$ cat config.mk
export PLATFORM = sky130hd
export DESIGN_NAME = pong_frame_renderer
export DESIGN_NICKNAME = d
export VERILOG_FILES = /design/src/rtl/pong_frame_renderer.sv
export SDC_FILE = /design/constraint.sdc
export NUM_CORES = 1
export LEC_CHECK = 0
export BUFFER_PORTS_ARGS = -buffer_cell sky130_fd_sc_hd__buf_2
export CORE_ASPECT_RATIO = 0.9
export CORE_MARGIN = 1
export CORE_UTILIZATION = 25
export DETAILED_ROUTE_END_ITERATION = 10
export GPL_TIMING_DRIVEN = 0
export MAX_ROUTING_LAYER = met4
export PLACE_DENSITY = 0.44
export SETUP_SLACK_MARGIN = 0.05
export SYNTH_ARGS = -nofsm -noshare
export SYNTH_HDL_FRONTEND = slang
export SYNTH_SLANG_ARGS = --single-unit
$ cat constraint.sdc
create_clock -name clk_i -period 5.1 [get_ports clk_i]
set_input_delay 0.51 -clock clk_i [delete_from_list [all_inputs] [get_ports clk_i]]
set_output_delay 0.51 -clock clk_i [all_outputs]
set_load 0.01 [all_outputs]
$ cat src/rtl/pong_frame_renderer.sv
// Pong video back end: sync timing, per-frame sprite shadows and pixel colour.
// Optional dashed centre net is enabled by defining PONG_CENTER_NET_EN.
module pong_frame_renderer #(
  parameter int H_ACTIVE      = 640,
  parameter int H_FP          = 16,
  parameter int H_SYNC        = 96,
  parameter int H_BP          = 48,
  parameter int V_ACTIVE      = 480,
  parameter int V_FP          = 10,
  parameter int V_SYNC        = 2,
  parameter int V_BP          = 33,
  parameter int X_POS_W       = 10,
  parameter int Y_POS_W       = 10,
  parameter int PADDLE_WIDTH  = 5,
  parameter int PADDLE_HEIGHT = 60,
  parameter int BALL_SIDE     = 8,
  parameter int RGB_W         = 3
) (
  input  logic               clk_i,
  input  logic               rst_i,
  input  logic               pix_stb_i,
  input  logic [X_POS_W-1:0] player_x_i,
  input  logic [Y_POS_W-1:0] player_y_i,
  input  logic [X_POS_W-1:0] enemy_x_i,
  input  logic [Y_POS_W-1:0] enemy_y_i,
  input  logic [X_POS_W-1:0] ball_x_i,
  input  logic [Y_POS_W-1:0] ball_y_i,
  output logic               hsync_o,
  output logic               vsync_o,
  output logic               display_on_o,
  output logic [X_POS_W-1:0] pixel_x_o,
  output logic [Y_POS_W-1:0] pixel_y_o,
  output logic [RGB_W-1:0]   rgb_o,
  output logic               new_frame_o
);

  localparam int H_TOTAL = H_ACTIVE + H_FP + H_SYNC + H_BP;
  localparam int V_TOTAL = V_ACTIVE + V_FP + V_SYNC + V_BP;

  localparam logic [X_POS_W-1:0] H_LAST     = X_POS_W'(H_TOTAL - 1);
  localparam logic [X_POS_W-1:0] H_ACT_END  = X_POS_W'(H_ACTIVE);
  localparam logic [X_POS_W-1:0] HS_START   = X_POS_W'(H_ACTIVE + H_FP);
  localparam logic [X_POS_W-1:0] HS_STOP    = X_POS_W'(H_ACTIVE + H_FP + H_SYNC);
  localparam logic [Y_POS_W-1:0] V_LAST     = Y_POS_W'(V_TOTAL - 1);
  localparam logic [Y_POS_W-1:0] V_ACT_END  = Y_POS_W'(V_ACTIVE);
  localparam logic [Y_POS_W-1:0] VS_START   = Y_POS_W'(V_ACTIVE + V_FP);
  localparam logic [Y_POS_W-1:0] VS_STOP    = Y_POS_W'(V_ACTIVE + V_FP + V_SYNC);

  localparam logic [X_POS_W:0] PAD_W  = (X_POS_W + 1)'(PADDLE_WIDTH);
  localparam logic [Y_POS_W:0] PAD_H  = (Y_POS_W + 1)'(PADDLE_HEIGHT);
  localparam logic [X_POS_W:0] BALL_W = (X_POS_W + 1)'(BALL_SIDE);
  localparam logic [Y_POS_W:0] BALL_H = (Y_POS_W + 1)'(BALL_SIDE);

  logic [X_POS_W-1:0] h_cnt;
  logic [Y_POS_W-1:0] v_cnt;
  logic [X_POS_W-1:0] player_x_q, enemy_x_q, ball_x_q;
  logic [Y_POS_W-1:0] player_y_q, enemy_y_q, ball_y_q;

  logic h_last, v_last, active, hsync_n, vsync_n;
  logic sprite_hit, net_hit, capture;

  // The extra top bit keeps left+width from wrapping back to column 0.
  function automatic logic in_box(
    input logic [X_POS_W-1:0] x,
    input logic [X_POS_W-1:0] left,
    input logic [Y_POS_W-1:0] y,
    input logic [Y_POS_W-1:0] top,
    input logic [X_POS_W:0]   width,
    input logic [Y_POS_W:0]   height
  );
    logic [X_POS_W:0] xe, le;
    logic [Y_POS_W:0] ye, te;
    xe = {1'b0, x};
    le = {1'b0, left};
    ye = {1'b0, y};
    te = {1'b0, top};
    return (xe >= le) && (xe < le + width) && (ye >= te) && (ye < te + height);
  endfunction

  assign h_last  = (h_cnt == H_LAST);
  assign v_last  = (v_cnt == V_LAST);
  assign active  = (h_cnt < H_ACT_END) && (v_cnt < V_ACT_END);
  assign hsync_n = !((h_cnt >= HS_START) && (h_cnt < HS_STOP));
  assign vsync_n = !((v_cnt >= VS_START) && (v_cnt < VS_STOP));
  assign capture = (h_cnt == '0) && v_last;

  assign sprite_hit = in_box(h_cnt, player_x_q, v_cnt, player_y_q, PAD_W, PAD_H)
                   || in_box(h_cnt, enemy_x_q, v_cnt, enemy_y_q, PAD_W, PAD_H)
                   || in_box(h_cnt, ball_x_q, v_cnt, ball_y_q, BALL_W, BALL_H);

`ifdef PONG_CENTER_NET_EN
  localparam logic [X_POS_W-1:0] NET_L = X_POS_W'(H_ACTIVE / 2 - 1);
  localparam logic [X_POS_W-1:0] NET_R = X_POS_W'(H_ACTIVE / 2);
  assign net_hit = ((h_cnt == NET_L) || (h_cnt == NET_R)) && !v_cnt[3];
`else
  assign net_hit = 1'b0;
`endif

  always_ff @(posedge clk_i or posedge rst_i) begin
    if (rst_i) begin
      h_cnt <= '0;
      v_cnt <= '0;
    end else if (pix_stb_i) begin
      h_cnt <= h_last ? '0 : h_cnt + X_POS_W'(1);
      if (h_last)
        v_cnt <= v_last ? '0 : v_cnt + Y_POS_W'(1);
    end
  end

  // Positions are frozen for the whole visible frame so sprites never tear.
  always_ff @(posedge clk_i or posedge rst_i) begin
    if (rst_i) begin
      player_x_q <= '0;
      player_y_q <= '0;
      enemy_x_q  <= '0;
      enemy_y_q  <= '0;
      ball_x_q   <= '0;
      ball_y_q   <= '0;
    end else if (pix_stb_i && capture) begin
      player_x_q <= player_x_i;
      player_y_q <= player_y_i;
      enemy_x_q  <= enemy_x_i;
      enemy_y_q  <= enemy_y_i;
      ball_x_q   <= ball_x_i;
      ball_y_q   <= ball_y_i;
    end
  end

  always_ff @(posedge clk_i or posedge rst_i) begin
    if (rst_i) begin
      hsync_o      <= 1'b1;
      vsync_o      <= 1'b1;
      display_on_o <= 1'b0;
      pixel_x_o    <= '0;
      pixel_y_o    <= '0;
      rgb_o        <= '0;
    end else if (pix_stb_i) begin
      hsync_o      <= hsync_n;
      vsync_o      <= vsync_n;
      display_on_o <= active;
      pixel_x_o    <= h_cnt;
      pixel_y_o    <= v_cnt;
      rgb_o        <= (active && (sprite_hit || net_hit)) ? '1 : '0;
    end
  end

  // Not gated by the strobe enable, so the pulse is one clock wide at any pixel rate.
  always_ff @(posedge clk_i or posedge rst_i) begin
    if (rst_i)
      new_frame_o <= 1'b0;
    else
      new_frame_o <= pix_stb_i && (h_cnt == '0) && (v_cnt == V_ACT_END);
  end

endmodule

==> load_flow_metrics.sql, run 1 <==
INSERT INTO impl_metrics (metric_group, metric, value, unit) VALUES
('route', 'wl_per_cell', '16.3', 'um'),
('sta', 'rsz0062_at_grt', 'no', ''),
('global_routing', 'grt_antenna_before_repair', '0', ''),
('global_routing', 'grt_remaining_overflow', '0', ''),
('floorplan', 'chipWidth', '183', 'um'),
('power_and_ir_drop', 'flop_pwr_share', '46.1', '%'),
('power_and_ir_drop', 'leakagePower', '4.28', 'nW'),
('power_and_ir_drop', 'worst_ir_drop_vdd', '145', 'uV'),
('route', 'route.detailed.drc', '0', ''),
('worst_setup_path', 'reg2reg_slack', '1720', 'ps'),
('worst_setup_path', 'crit_type', 'reg2reg', ''),
('sta', 'post-route-worst-setup-slack', '1720', 'ps'),
('sta', 'max_slew.worst_pin.slew', '739', 'ps'),
('min_path', 'timing.hold.worst.class', 'in2async', ''),
('power_and_ir_drop', 'combPwrFrac', '18.9', '%'),
('power_and_ir_drop', 'power_switching', '701', 'uW'),
('cts', 'htree_levels', '3', ''),
('final_layout', 'final_layout_size_suffix_gt1_share', '18.0', '%'),
('place', 'gpl.final_weighted_congestion', '0.818', ''),
('cts', 'count_of_hold_fix_buffers_inserted_at_cts', '0', ''),
('sta', 'final-max-slew-violation-count', '0', ''),
('synth', 'ys_seq_area_share', '35.8', '%'),
('final_layout', 'p_r_area_growth_vs_syn', '17.6', '%'),
('synth', 'yosysTopAreaCell', 'dfrtp_1', ''),
('final_layout', 'postLayoutCoreUtil', '29.9', '%'),
('route', 'drt-vias-per-instance', '4.55', ''),
('sta', 'maximum_clock_frequency', '0.296', 'GHz'),
('cts', 'clkSlewWorstSetupHoldPaths', '80', 'ps'),
('worst_setup_path', 'worst-endpoint-arrival', '3680', 'ps'),
('floorplan', 'die_height', '165', 'um'),
('global_routing', 'vias_in_the_first_global_route', '5783', ''),
('power_and_ir_drop', 'clockPowerShare', '35.0', '%'),
('route', 'drt_first_iter_violations', '255', ''),
('final_layout', 'antenna-diode-count', '0', ''),
('sta', 'clock_skew', '9.51', 'ps'),
('final_layout', 'seqCellArea', '2630', 'um2'),
('global_routing', 'global_route_wire_length_before_repair', '32900', 'um'),
('final_layout', 'leading_cell_types_in_the_layout_fill_and_taps_excluded', 'ha_1, dfrtp_1, buf_2, nand2_1, o21ai_1', ''),
('sta', 'slew_headroom', '50.7', '%'),
('global_routing', 'largest_net_degree_at_the_start_of_global_routing', '72', ''),
('worst_setup_path', 'critical_path_maximum_fanout', '4', ''),
('place', 'hpwl_after_detailed_placement', '15800', 'um'),
('power_and_ir_drop', 'sw_frac_of_total', '31.5', '%'),
('synth', 'syn_area', '7340', 'um2'),
('power_and_ir_drop', 'report.power.total', '2.22', 'mW'),
('final_layout', 'finalNetCount', '1054', ''),
('route', 'drt_wl_total', '20700', 'um'),
('floorplan', 'fp.dieArea', '30000', 'um2'),
('status', 'outcome', 'finished clean', ''),
('synth', 'synth_async_sr_flop_share', '100', '%'),
('sta', 'timing.setup.tns', '0', 'ps'),
('power_and_ir_drop', 'power_per_standard_cell_area', '258', 'nW/um2'),
('place', 'dp_worst_setup_slack', '1750', 'ps'),
('floorplan', 'core.rowCount', '59', ''),
('route', '1st_pass_router_iterations', '4', ''),
('cts', 'cts.repair_timing.setup_buffer_count', '0', ''),
('cts', 'numClockSinks', '105', ''),
('global_routing', 'track_usage', '14.9', '%'),
('synth', 'synth_largest_type_area_fraction', '35.1', '%'),
('synth', 'synthTopCellsByArea', 'dfrtp_1, ha_1, o21ai_1', ''),
('sta', 'final_setup_violations', '0', ''),
('cts', 'clock_tree_from_tritoncts', 'built', ''),
('final_layout', 'final_common_cell', 'ha_1', ''),
('route', 'antenna_left', '0', ''),
('synth', 'synth-main-ff-cell', 'dfrtp_1', ''),
('final_layout', 'finalInstanceArea', '8630', 'um2'),
('place', 'postPlaceCellArea', '8310', 'um2'),
('synth', 'postSynthNetCount', '954', ''),
('floorplan', 'floorplan.initialDensity', '25.4', '%'),
('final_layout', 'multi_input_area', '4310', 'um2'),
('synth', 'synth.distinct_cells', '57', '');
-- power by group through the flow --
stage / Sequential [mW] / Combinational (mW) / Clock, mW
finish: 1.03 / 0.420 / 0.779
CTS: 1.03 / 0.428 / 0.809
global placement: 1.05 / 0.416 / 0
floorplan: 0.988 / 0.292 / 0
detailed placement: 1.05 / 0.426 / 0
global route: 1.04 / 0.489 / 0.831
-- state kept, by name, summed over array words and instances (netlist names), 10 cells and up --
| signal | flops |
|---|---|
| ball_x_q | 10 |
| ball_y_q | 10 |
| enemy_x_q | 10 |
| enemy_y_q | 10 |
| h_cnt | 10 |
| pixel_x_o | 10 |
| pixel_y_o | 10 |
| player_x_q | 10 |
| player_y_q | 10 |
| v_cnt | 10 |
-- cell families (layout without fill, tap and decap cells) --
| group | Yosys count | after routing | synth area share [%] |
|---|---|---|---|
| AO/OA/AOI/OAI | 178 | 178 | 14.7 |
| XOR/XNOR | 50 | 50 | 5.97 |
| adder cells (fa/ha/maj) | 120 | 120 | 20.5 |
| buffers and inverters | 92 | 197 | 5.46 |
| flip-flops | 105 | 105 | 35.8 |
| multiplexers | 24 | 24 | 3.68 |
| AND/OR/NAND/NOR | 202 | 202 | 13.8 |
-- critical path: stages (launching register included) --
cell,delay (ps)
dfrtp_1,420
ha_1,260
o2111ai_1,380
nor3_1,110
xnor2_1,150
ha_1,290
nand3_1,110
nor2_1,50
a2111oi_0,390
a21oi_1,160
or4_1,410
nor4_1,420
or4_1,190
-- final timing paths --
| kind | to | from | cells past startpoint |
|---|---|---|---|
| worst max-delay path | rgb_o[1] | player_x_q[0] | 12 |
| max in group asynchronous | ball_y_q[5] | rst_i | 3 |
| worst min-delay path | pixel_x_o[4] | rst_i | 2 |
| worst max register to register | rgb_o[1] | player_x_q[0] | 12 |
| worst min register to register | pixel_y_o[1] | pixel_y_o[1] | 1 |
| min in group clk_i | player_y_q[5] | player_y_i[5] | 3 |
-- cell type report --
type / count / area share [%]
plain buffers: 22 / 1.60
clock buffers: 9 / 2.61
clock inverters: 7 / 1.10
inverters: 70 / 3.10
multi-input cells: 574 / 49.9
flip-flops and latches: 105 / 30.5
well taps: 396 / 5.74
repair buffers: 89 / 5.43
-- cells in the mapped netlist (all sizes together) (3+ instances only) --
cell / instances
nor4: 8
nand2: 89
a21oi: 33
a21o: 10
o21a: 5
nand4: 10
nor4b: 3
a211oi: 5
xnor2: 45
ha: 120
nand2b: 12
nor2: 19
mux2: 24
nor2b: 6
nand3: 22
buf: 20
o2111ai: 3
o21ai: 89
a31oi: 4
and3: 7
nand4b: 3
o211ai: 6
xor2: 5
o32ai: 3
nor3: 16
or4: 5
dfrtp: 103
inv: 68
-- layer usage --
| metal | up-vias | GRT usage (%) | share of wire [%] |
|---|---|---|---|
| met5 | - | - | 0 |
| met4 | 0 | 3.06 | 1.2 |
| met3 | 12 | 2.49 | 2.9 |
| met2 | 85 | 22.7 | 44 |
| met1 | 2751 | 20.6 | 52 |
| li1 | 2937 | - | - |
-- metrics by stage --
step                      instances  hold slack (ps)
after CTS                      1272              131
final                          1272              127
after floorplan                 771              462
after global routing           1272              144
after global placement         1255              486
after detailed placement       1256              482
Note: power is estimated with default switching activity, not from simulation.
==> inputs of run 2 (changes only) <==
--- a/config.mk
+++ b/config.mk
@@ -5,6 +5,7 @@
 export SDC_FILE = /design/constraint.sdc
 export NUM_CORES = 1
 export LEC_CHECK = 0
+export ABC_AREA = 1
 export BUFFER_PORTS_ARGS = -buffer_cell sky130_fd_sc_hd__buf_2
 export CORE_ASPECT_RATIO = 0.9
 export CORE_MARGIN = 1
@@ -12,7 +13,7 @@
 export DETAILED_ROUTE_END_ITERATION = 10
 export GPL_TIMING_DRIVEN = 0
 export MAX_ROUTING_LAYER = met4
-export PLACE_DENSITY = 0.44
+export PLACE_DENSITY = 0.45
 export SETUP_SLACK_MARGIN = 0.05
 export SYNTH_ARGS = -nofsm -noshare
 export SYNTH_HDL_FRONTEND = slang
==> constraint.sdc (replaced) <==
create_clock -name clk_i -period 3 [get_ports clk_i]
set_input_delay 0.3 -clock clk_i [delete_from_list [all_inputs] [get_ports clk_i]]
set_output_delay 0.3 -clock clk_i [all_outputs]
set_load 0.01 [all_outputs]
==> run 2 against run 1 <==
  * Final cell count grew 14%
  * Count of clock-buffer cells in the layout grew 2
  * Sequential power grew 74%
  * Fmax grew 29%
  * Worst setup slack lost 1300 ps
  * Synthesized cell count grew 20%
  * Worst hold slack gained 32 ps
  * Core utilization shrank 0.35 points
  * Cell area grew 9.2%
  * Non-clock buffer count shrank 3
  * Via count grew 6.9%
  * Largest cell class unchanged
==> load_flow_metrics.sql, run 2 <==
INSERT INTO impl_metrics (metric_group, metric, value, unit) VALUES
('cts', 'tritoncts.num_buffers', '9', ''),
('final_layout', 'final_cell_count_no_fill', '1448', ''),
('synth', 'yosysTopAreaCell', 'dfrtp_1', ''),
('worst_setup_path', 'worstPathCellList', 'ha_1 > o21ai_0 > nor3_1 > xor2_1 > ha_1 > nand2_1 > inv_1 > a21oi_1 > nand2_1 > nand2_1 > nand2_1 > nand2_1 > nand4_1 > nand3_1 > nand2_1 > nand2_1', ''),
('sta', 'final_setup_violations', '0', ''),
('worst_setup_path', 'critical_path.slowest_cell', 'dfrtp_1', ''),
('cts', 'clock_tree_from_tritoncts', 'built', ''),
('route', 'drt-vias-per-instance', '4.27', ''),
('route', 'wl_per_cell', '14.3', 'um'),
('floorplan', 'die_height', '173', 'um'),
('floorplan', 'fp.dieArea', '33200', 'um2'),
('cts', 'clock_buffer_depth', '2', ''),
('cts', 'cts.repair_timing.setup_buffer_count', '0', ''),
('worst_setup_path', 'reg2reg_to', 'rgb_o[1]', ''),
('sta', 'final-max-slew-violation-count', '0', ''),
('sta', 'finalCritPeriodShare', '87.3', '%'),
('synth', 'synth_async_sr_flop_share', '100', '%'),
('worst_setup_path', 'timing.rr.start', 'player_x_q[0]', ''),
('sta', 'clock_skew', '12.1', 'ps'),
('sta', 'rsz0062_at_grt', 'no', ''),
('cts', 'insertion_delay', '360', 'ps'),
('sta', 'maximum_clock_frequency', '0.382', 'GHz'),
('worst_setup_path', 'critical_path_required', '3300', 'ps'),
('place', 'gpl.final_weighted_congestion', '0.794', ''),
('sta', 'finalCriticalPeriod', '2620', 'ps'),
('power_and_ir_drop', 'power_switching', '1.57', 'mW'),
('power_and_ir_drop', 'report.power.total', '4.20', 'mW'),
('cts', 'cts-root-buf', 'clkbuf_16', ''),
('route', '1st_pass_router_iterations', '4', ''),
('synth', 'synthesis.instances', '923', ''),
('status', 'outcome', 'finished clean', ''),
('final_layout', 'final_common_cell', 'nand2_1', ''),
('route', 'antenna_left', '0', ''),
('route', 'route.detailed.drc', '0', ''),
('worst_setup_path', 'worstSetupPathDepth', '16', ''),
('run', 'max_cap_viol_count', '0', ''),
('cts', 'clkSlewWorstSetupHoldPaths', '80', 'ps'),
('sta', 'post-route-worst-setup-slack', '381', 'ps'),
('global_routing', 'vias_in_the_first_global_route', '5898', ''),
('final_layout', 'final_layout_size_suffix_gt1_share', '18.2', '%'),
('power_and_ir_drop', 'sw_frac_of_total', '37.3', '%'),
('synth', 'yosysMostFrequentCell', 'nand2_1', ''),
('power_and_ir_drop', 'flop_pwr_share', '42.5', '%'),
('worst_setup_path', 'crit_family', 'simple AND/OR/NAND/NOR gates', ''),
('global_routing', 'track_usage', '13.2', '%'),
('worst_setup_path', 'crit_type', 'reg2reg', ''),
('route', 'drt_wl_total', '20700', 'um'),
('power_and_ir_drop', 'leakagePower', '4.76', 'nW'),
('sta', 'max_slew.worst_pin.slew', '638', 'ps'),
('sta', 'timing.setup.tns', '0', 'ps'),
('global_routing', 'grt_remaining_overflow', '0', ''),
('worst_setup_path', 'critical_path.startpoint_type', 'flop', ''),
('floorplan', 'chipWidth', '192', 'um'),
('synth', 'synth-edff-count', '0', ''),
('synth', 'synth_area_per_cell', '8.79', 'um2'),
('global_routing', 'global_route_wire_length_before_repair', '32700', 'um'),
('power_and_ir_drop', 'worst_ir_drop_vdd', '219', 'uV'),
('final_layout', 'finalNetCount', '1209', ''),
('floorplan', 'top_level_ports', '90', ''),
('floorplan', 'floorplan.initialDensity', '25.4', '%'),
('synth', 'synthTopCellsByArea', 'dfrtp_1, ha_1, mux2_4', ''),
('power_and_ir_drop', 'internal_power', '2.64', 'mW'),
('place', 'hpwl_after_detailed_placement', '16100', 'um'),
('worst_setup_path', 'crit_path_start', 'player_x_q[0]', ''),
('worst_setup_path', 'highest_cell_delay_on_the_worst_timing_path', '440', 'ps'),
('worst_setup_path', 'cp_common_cell', 'nand2_1', ''),
('synth', 'synth_common_cells', 'nand2_1, inv_1, ha_1', ''),
('worst_setup_path', 'crit_buf_inv', '1', ''),
('synth', 'synth_largest_type_area_fraction', '31.8', '%'),
('worst_setup_path', 'critical_path_maximum_fanout', '4', ''),
('synth', 'ys_warn_count', '0', ''),
('power_and_ir_drop', 'combPwrFrac', '30.4', '%'),
('global_routing', 'largest_net_degree_at_the_start_of_global_routing', '37', ''),
('synth', 'synth-main-ff-cell', 'dfrtp_1', ''),
('power_and_ir_drop', 'clockPowerShare', '27.2', '%'),
('global_routing', 'grt_antenna_before_repair', '1', ''),
('worst_setup_path', 'worst-endpoint-arrival', '2920', 'ps'),
('sta', 'hold_slack', '159', 'ps'),
('final_layout', 'leading_cell_types_in_the_layout_fill_and_taps_excluded', 'nand2_1, inv_1, ha_1, dfrtp_1, buf_2', ''),
('worst_setup_path', 'reg2reg_slack', '380', 'ps'),
('synth', 'syn_area', '8110', 'um2'),
('synth', 'postSynthNetCount', '1106', ''),
('final_layout', 'p_r_area_growth_vs_syn', '16.1', '%'),
('route', 'drt_first_iter_violations', '223', ''),
('worst_setup_path', 'cp-end-kind', 'flop', ''),
('cts', 'numClockSinks', '105', ''),
('worst_setup_path', 'crit_path_end', 'rgb_o[1]', ''),
('power_and_ir_drop', 'power_per_standard_cell_area', '446', 'nW/um2'),
('place', 'placed_cells', '1430', ''),
('min_path', 'timing.hold.worst.class', 'in2reg', ''),
('place', 'numPortBuffers', '88', ''),
('route', 'route.vias.total', '6184', ''),
('place', 'dp_worst_setup_slack', '407', 'ps'),
('synth', 'synth.distinct_cells', '37', ''),
('floorplan', 'fp.coreArea', '31900', 'um2'),
('synth', 'synth_seq_cells', '105', ''),
('synth', 'ys_seq_area_share', '32.4', '%'),
('sta', 'slew_headroom', '57.5', '%'),
('sta', 'finalHoldViolCount', '0', ''),
('worst_setup_path', 'reg2reg_depth', '16', ''),
('cts', 'htree_levels', '3', ''),
('floorplan', 'core.rowCount', '62', '');
## run 2: metrics by stage
stage	utilization, %	cell area (um2)
6_report	29.5	9420
3_5_place_dp	28.7	9140
3_3_place_gp	28.5	9080
2_1_floorplan	-	8120
5_1_grt	29.5	9420
4_1_cts	29.5	9410
## run 2: repair_timing
action / CTS / global route
hold endpoints to repair: 12 / 0
resized for setup: 0 / 0
hold buffers: 1 / 0
## run 2: worst min path at each step
| stage | startpoint | to | cells past startpoint |
|---|---|---|---|
| final | player_y_i[7] | player_y_q[7] | 2 |
| after global routing | enemy_y_i[4] | enemy_y_q[4] | 2 |
| after CTS | player_y_i[7] | player_y_q[7] | 2 |
| after detailed placement | rst_i | enemy_x_q[6] | 2 |
| after global placement | pixel_y_o[7] | pixel_y_o[7] | 2 |
| after floorplan | ball_x_i[0] | ball_x_q[0] | 1 |
## run 2: layout make-up
| class | instances | area [um2] |
|---|---|---|
| Sequential cell | 105 | 2630 |
| Antenna cell | 1 | 2.50 |
| Fill cell | 3402 | 22500 |
| Clock buffer | 11 | 233 |
| Tap cell | 416 | 520 |
| Buffer | 16 | 121 |
| Clock inverter | 5 | 33.8 |
| Inverter | 126 | 477 |
| Multi-Input combinational cell | 676 | 4890 |
| Timing Repair Buffer | 92 | 510 |
## run 2: worst register-to-register path, stage by stage, from the launching register on
cell,delay (ps)
dfrtp_1,440
ha_1,270
o21ai_0,400
nor3_1,110
xor2_1,170
ha_1,300
nand2_1,100
inv_1,40
a21oi_1,130
nand2_1,80
nand2_1,60
nand2_1,50
nand2_1,70
nand4_1,80
nand3_1,160
nand2_1,70
nand2_1,50
## run 2: power groups by stage
stage                     clock network, mW  registers (mW)  logic [mW]
after floorplan                           0            1.72       0.908
after global placement                    0            1.83        1.25
after detailed placement                  0            1.82        1.29
after CTS                              1.20            1.79        1.30
after global routing                   1.24            1.81        1.52
final                                  1.14            1.79        1.28
## run 2: logic make-up (layout without fill, tap and decap cells)
kind of cell               count (synthesis)  count (layout)  synth area share (%)
other                                      0               1                     0
DFF                                      105             105                  32.4
adders and majority gates                120             120                  18.5
and+or+nand+nor                          355             355                  19.1
muxes                                     60              60                  11.1
xor gates and xnor gates                  46              46                  4.97
buffers and inverters                    142             250                  7.33
AOI/OAI and AO/OA                         95              95                  6.54
## run 2: routing by layer
layer	vias up	GRT usage, %	wire length [um]
met4	0	3.74	276
met5	-	-	0
met1	2820	19.4	11200
met3	17	2.13	842
met2	89	18.4	8360
li1	3258	-	-
==> inputs of run 3 (changes only) <==
--- a/config.mk
+++ b/config.mk
@@ -9,11 +9,13 @@
 export BUFFER_PORTS_ARGS = -buffer_cell sky130_fd_sc_hd__buf_2
 export CORE_ASPECT_RATIO = 0.9
 export CORE_MARGIN = 1
-export CORE_UTILIZATION = 25
+export CORE_UTILIZATION = 54
+export CTS_BUF_LIST = sky130_fd_sc_hd__clkbuf_4 sky130_fd_sc_hd__clkbuf_8 sky130_fd_sc_hd__clkbuf_16
 export DETAILED_ROUTE_END_ITERATION = 10
 export GPL_TIMING_DRIVEN = 0
+export HOLD_SLACK_MARGIN = 0.05
 export MAX_ROUTING_LAYER = met4
-export PLACE_DENSITY = 0.45
+export PLACE_DENSITY = 0.8
 export SETUP_SLACK_MARGIN = 0.05
 export SYNTH_ARGS = -nofsm -noshare
 export SYNTH_HDL_FRONTEND = slang
==> run 3 against run 2 <==
  * Register-to-register slack gained 90 ps
  * Flip-flop and latch count did not move
  * Largest cell class unchanged
  * Core utilization grew 33 points
  * Clock skew about the same
  * Die area shrank 53%
  * Via count rose by 4.4%
  * First-iteration DRC count rose to 2.7 times the previous value
  * Critical path type unchanged
  * Sequential power is essentially flat
  * Critical endpoint unchanged
  * Final cell count down 15%
  * Worst setup slack gained 92 ps
==> load_flow_metrics.sql, run 3 (same netlist as run 2, synthesis figures left out) <==
INSERT INTO impl_metrics (metric_group, metric, value, unit) VALUES
('cts', 'htree_levels', '3', ''),
('sta', 'post-route-worst-setup-slack', '473', 'ps'),
('global_routing', 'track_usage', '25.1', '%'),
('sta', 'final_setup_violations', '0', ''),
('final_layout', 'antenna-diode-count', '0', ''),
('sta', 'finalCriticalPeriod', '2530', 'ps'),
('place', 'hpwl_after_detailed_placement', '13400', 'um'),
('worst_setup_path', 'cp-end-kind', 'flop', ''),
('route', '1st_pass_router_iterations', '7', ''),
('worst_setup_path', 'critical_path_required', '3270', 'ps'),
('worst_setup_path', 'worst-endpoint-arrival', '2800', 'ps'),
('route', 'route.vias.total', '6455', ''),
('global_routing', 'vias_in_the_first_global_route', '6262', ''),
('sta', 'finalCritPeriodShare', '84.2', '%'),
('cts', 'clock_buffer_depth', '2', ''),
('status', 'outcome', 'finished clean', ''),
('power_and_ir_drop', 'power_per_standard_cell_area', '460', 'nW/um2'),
('floorplan', 'fp.dieArea', '15500', 'um2'),
('route', 'antenna_left', '0', ''),
('place', 'dp_worst_setup_slack', '544', 'ps'),
('worst_setup_path', 'crit_type', 'reg2reg', ''),
('sta', 'maximum_clock_frequency', '0.396', 'GHz'),
('global_routing', 'largest_net_degree_at_the_start_of_global_routing', '43', ''),
('route', 'wl_per_cell', '14.3', 'um'),
('route', 'drt-vias-per-instance', '5.26', ''),
('final_layout', 'final_layout_size_suffix_gt1_share', '18.3', '%'),
('floorplan', 'chipWidth', '131', 'um'),
('cts', 'insertion_delay', '370', 'ps'),
('cts', 'cts.repair_timing.setup_buffer_count', '0', ''),
('final_layout', 'final_common_cell', 'nand2_1', ''),
('worst_setup_path', 'reg2reg_slack', '470', 'ps'),
('sta', 'hold_slack', '157', 'ps'),
('place', 'postPlaceCellArea', '8840', 'um2'),
('route', 'route.detailed.drc', '0', ''),
('floorplan', 'core.rowCount', '42', ''),
('global_routing', 'global_route_wire_length_before_repair', '30400', 'um'),
('global_routing', 'grt_antenna_before_repair', '0', ''),
('floorplan', 'floorplan.initialDensity', '55.1', '%'),
('cts', 'numClockSinks', '105', ''),
('sta', 'timing.setup.tns', '0', 'ps'),
('place', 'numPortBuffers', '88', ''),
('final_layout', 'finalNetCount', '1208', ''),
('run', 'max_cap_viol_count', '0', ''),
('route', 'drt_first_iter_violations', '600', ''),
('floorplan', 'top_level_ports', '90', ''),
('power_and_ir_drop', 'leakagePower', '4.75', 'nW'),
('cts', 'tritoncts.num_buffers', '9', ''),
('sta', 'max_slew.worst_pin.slew', '669', 'ps'),
('final_layout', 'p_r_area_growth_vs_syn', '12.6', '%'),
('cts', 'cts-root-buf', 'clkbuf_16', ''),
('floorplan', 'die_height', '118', 'um'),
('cts', 'clock_tree_from_tritoncts', 'built', ''),
('cts', 'ctsResizeCount', '0', ''),
('worst_setup_path', 'critical_path.startpoint_type', 'flop', ''),
('cts', 'clkSlewWorstSetupHoldPaths', '80', 'ps'),
('sta', 'rsz0062_at_grt', 'no', ''),
('floorplan', 'fp.coreArea', '14700', 'um2'),
('final_layout', 'finalInstanceArea', '9130', 'um2'),
('sta', 'final-max-slew-violation-count', '0', ''),
('global_routing', 'grt_remaining_overflow', '0', ''),
('min_path', 'timing.hold.worst.class', 'in2reg', ''),
('worst_setup_path', 'critical_path_maximum_fanout', '4', ''),
('sta', 'clock_skew', '12.6', 'ps'),
('place', 'gpl.final_weighted_congestion', '0.877', ''),
('route', 'drt_wl_total', '17600', 'um'),
('sta', 'finalHoldViolCount', '0', ''),
('sta', 'slew_headroom', '55.3', '%'),
('power_and_ir_drop', 'worst_ir_drop_vdd', '350', 'uV'),
('final_layout', 'leading_cell_types_in_the_layout_fill_and_taps_excluded', 'nand2_1, inv_1, ha_1, dfrtp_1, buf_2', '');
run 3: cell count changes in the layout (fill, tap and decap cells not counted), sizes merged:
cell	change
inv	+1
diode	-1
buf	-1
clkbuf	-2
clkinvlp	+1
run 3: power by group:
group / leakage (nW) / internal (mW) / switching (mW) / total, mW
clock: 0.128 / 0.570 / 0.596 / 1.17
sequential: 1.38 / 1.52 / 0.248 / 1.77
combinational: 3.25 / 0.551 / 0.717 / 1.27
run 3: final timing paths:
| check | depth (start not counted) | start | endpoint |
|---|---|---|---|
| setup / recovery | 15 | player_x_q[0] | rgb_o[1] |
| hold / removal | 2 | ball_y_i[6] | ball_y_q[6] |
| setup reg to reg | 15 | player_x_q[0] | rgb_o[1] |
| hold reg to reg | 2 | pixel_x_o[0] | pixel_x_o[0] |
| max in group asynchronous | 5 | rst_i | hsync_o |
| min in group asynchronous | 3 | rst_i | enemy_x_q[5] |
run 3: worst max-delay path, stage by stage (launching register included):
cell and delay (ps):
dfrtp_1 420, inv_1 80, o21ai_0 300, nand3_1 210
nor3_1 280, nand3_1 130, xor2_1 140, inv_1 50
ha_1 260, inv_1 40, nor2_1 100, nand2_1 60
nand4_1 80, nand3_1 140, nand2_1 90, nand2_1 40
run 3: cell type report:
cell class	count	area, um2
fill	1227	5580
multi-input combinational	676	4890
sequential	105	2630
timing repair buffer	91	490
inverter	126	477
tap	198	248
clock buffer	9	225
buffer	16	121
clock inverter	7	53.8
run 3: metal layers:
metal / wire length, um / vias up / GRT usage (%) / share of wire (%)
met5: 0 / - / - / 0
met4: 425 / 0 / 9.85 / 2.4
met3: 833 / 38 / 3.65 / 4.7
met2: 7620 / 186 / 37.3 / 43
met1: 8740 / 2960 / 34.6 / 50
li1: - / 3271 / - / -
run 3: through the flow:
stage | util, % | power [mW] | instances
after floorplan | - | 2.63 | 923
after global placement | 59.8 | 2.97 | 1209
after detailed placement | 60.1 | 3.04 | 1211
after CTS | 62.1 | 4.20 | 1228
after global routing | 62.1 | 4.49 | 1228
final | 62.1 | 4.20 | 1228
run 3: repair_timing:
action | CTS | global route
hold buffers | 1 | 0
hold endpoints to repair | 4 | 0
endpoints found under the setup margin | 0 | 0
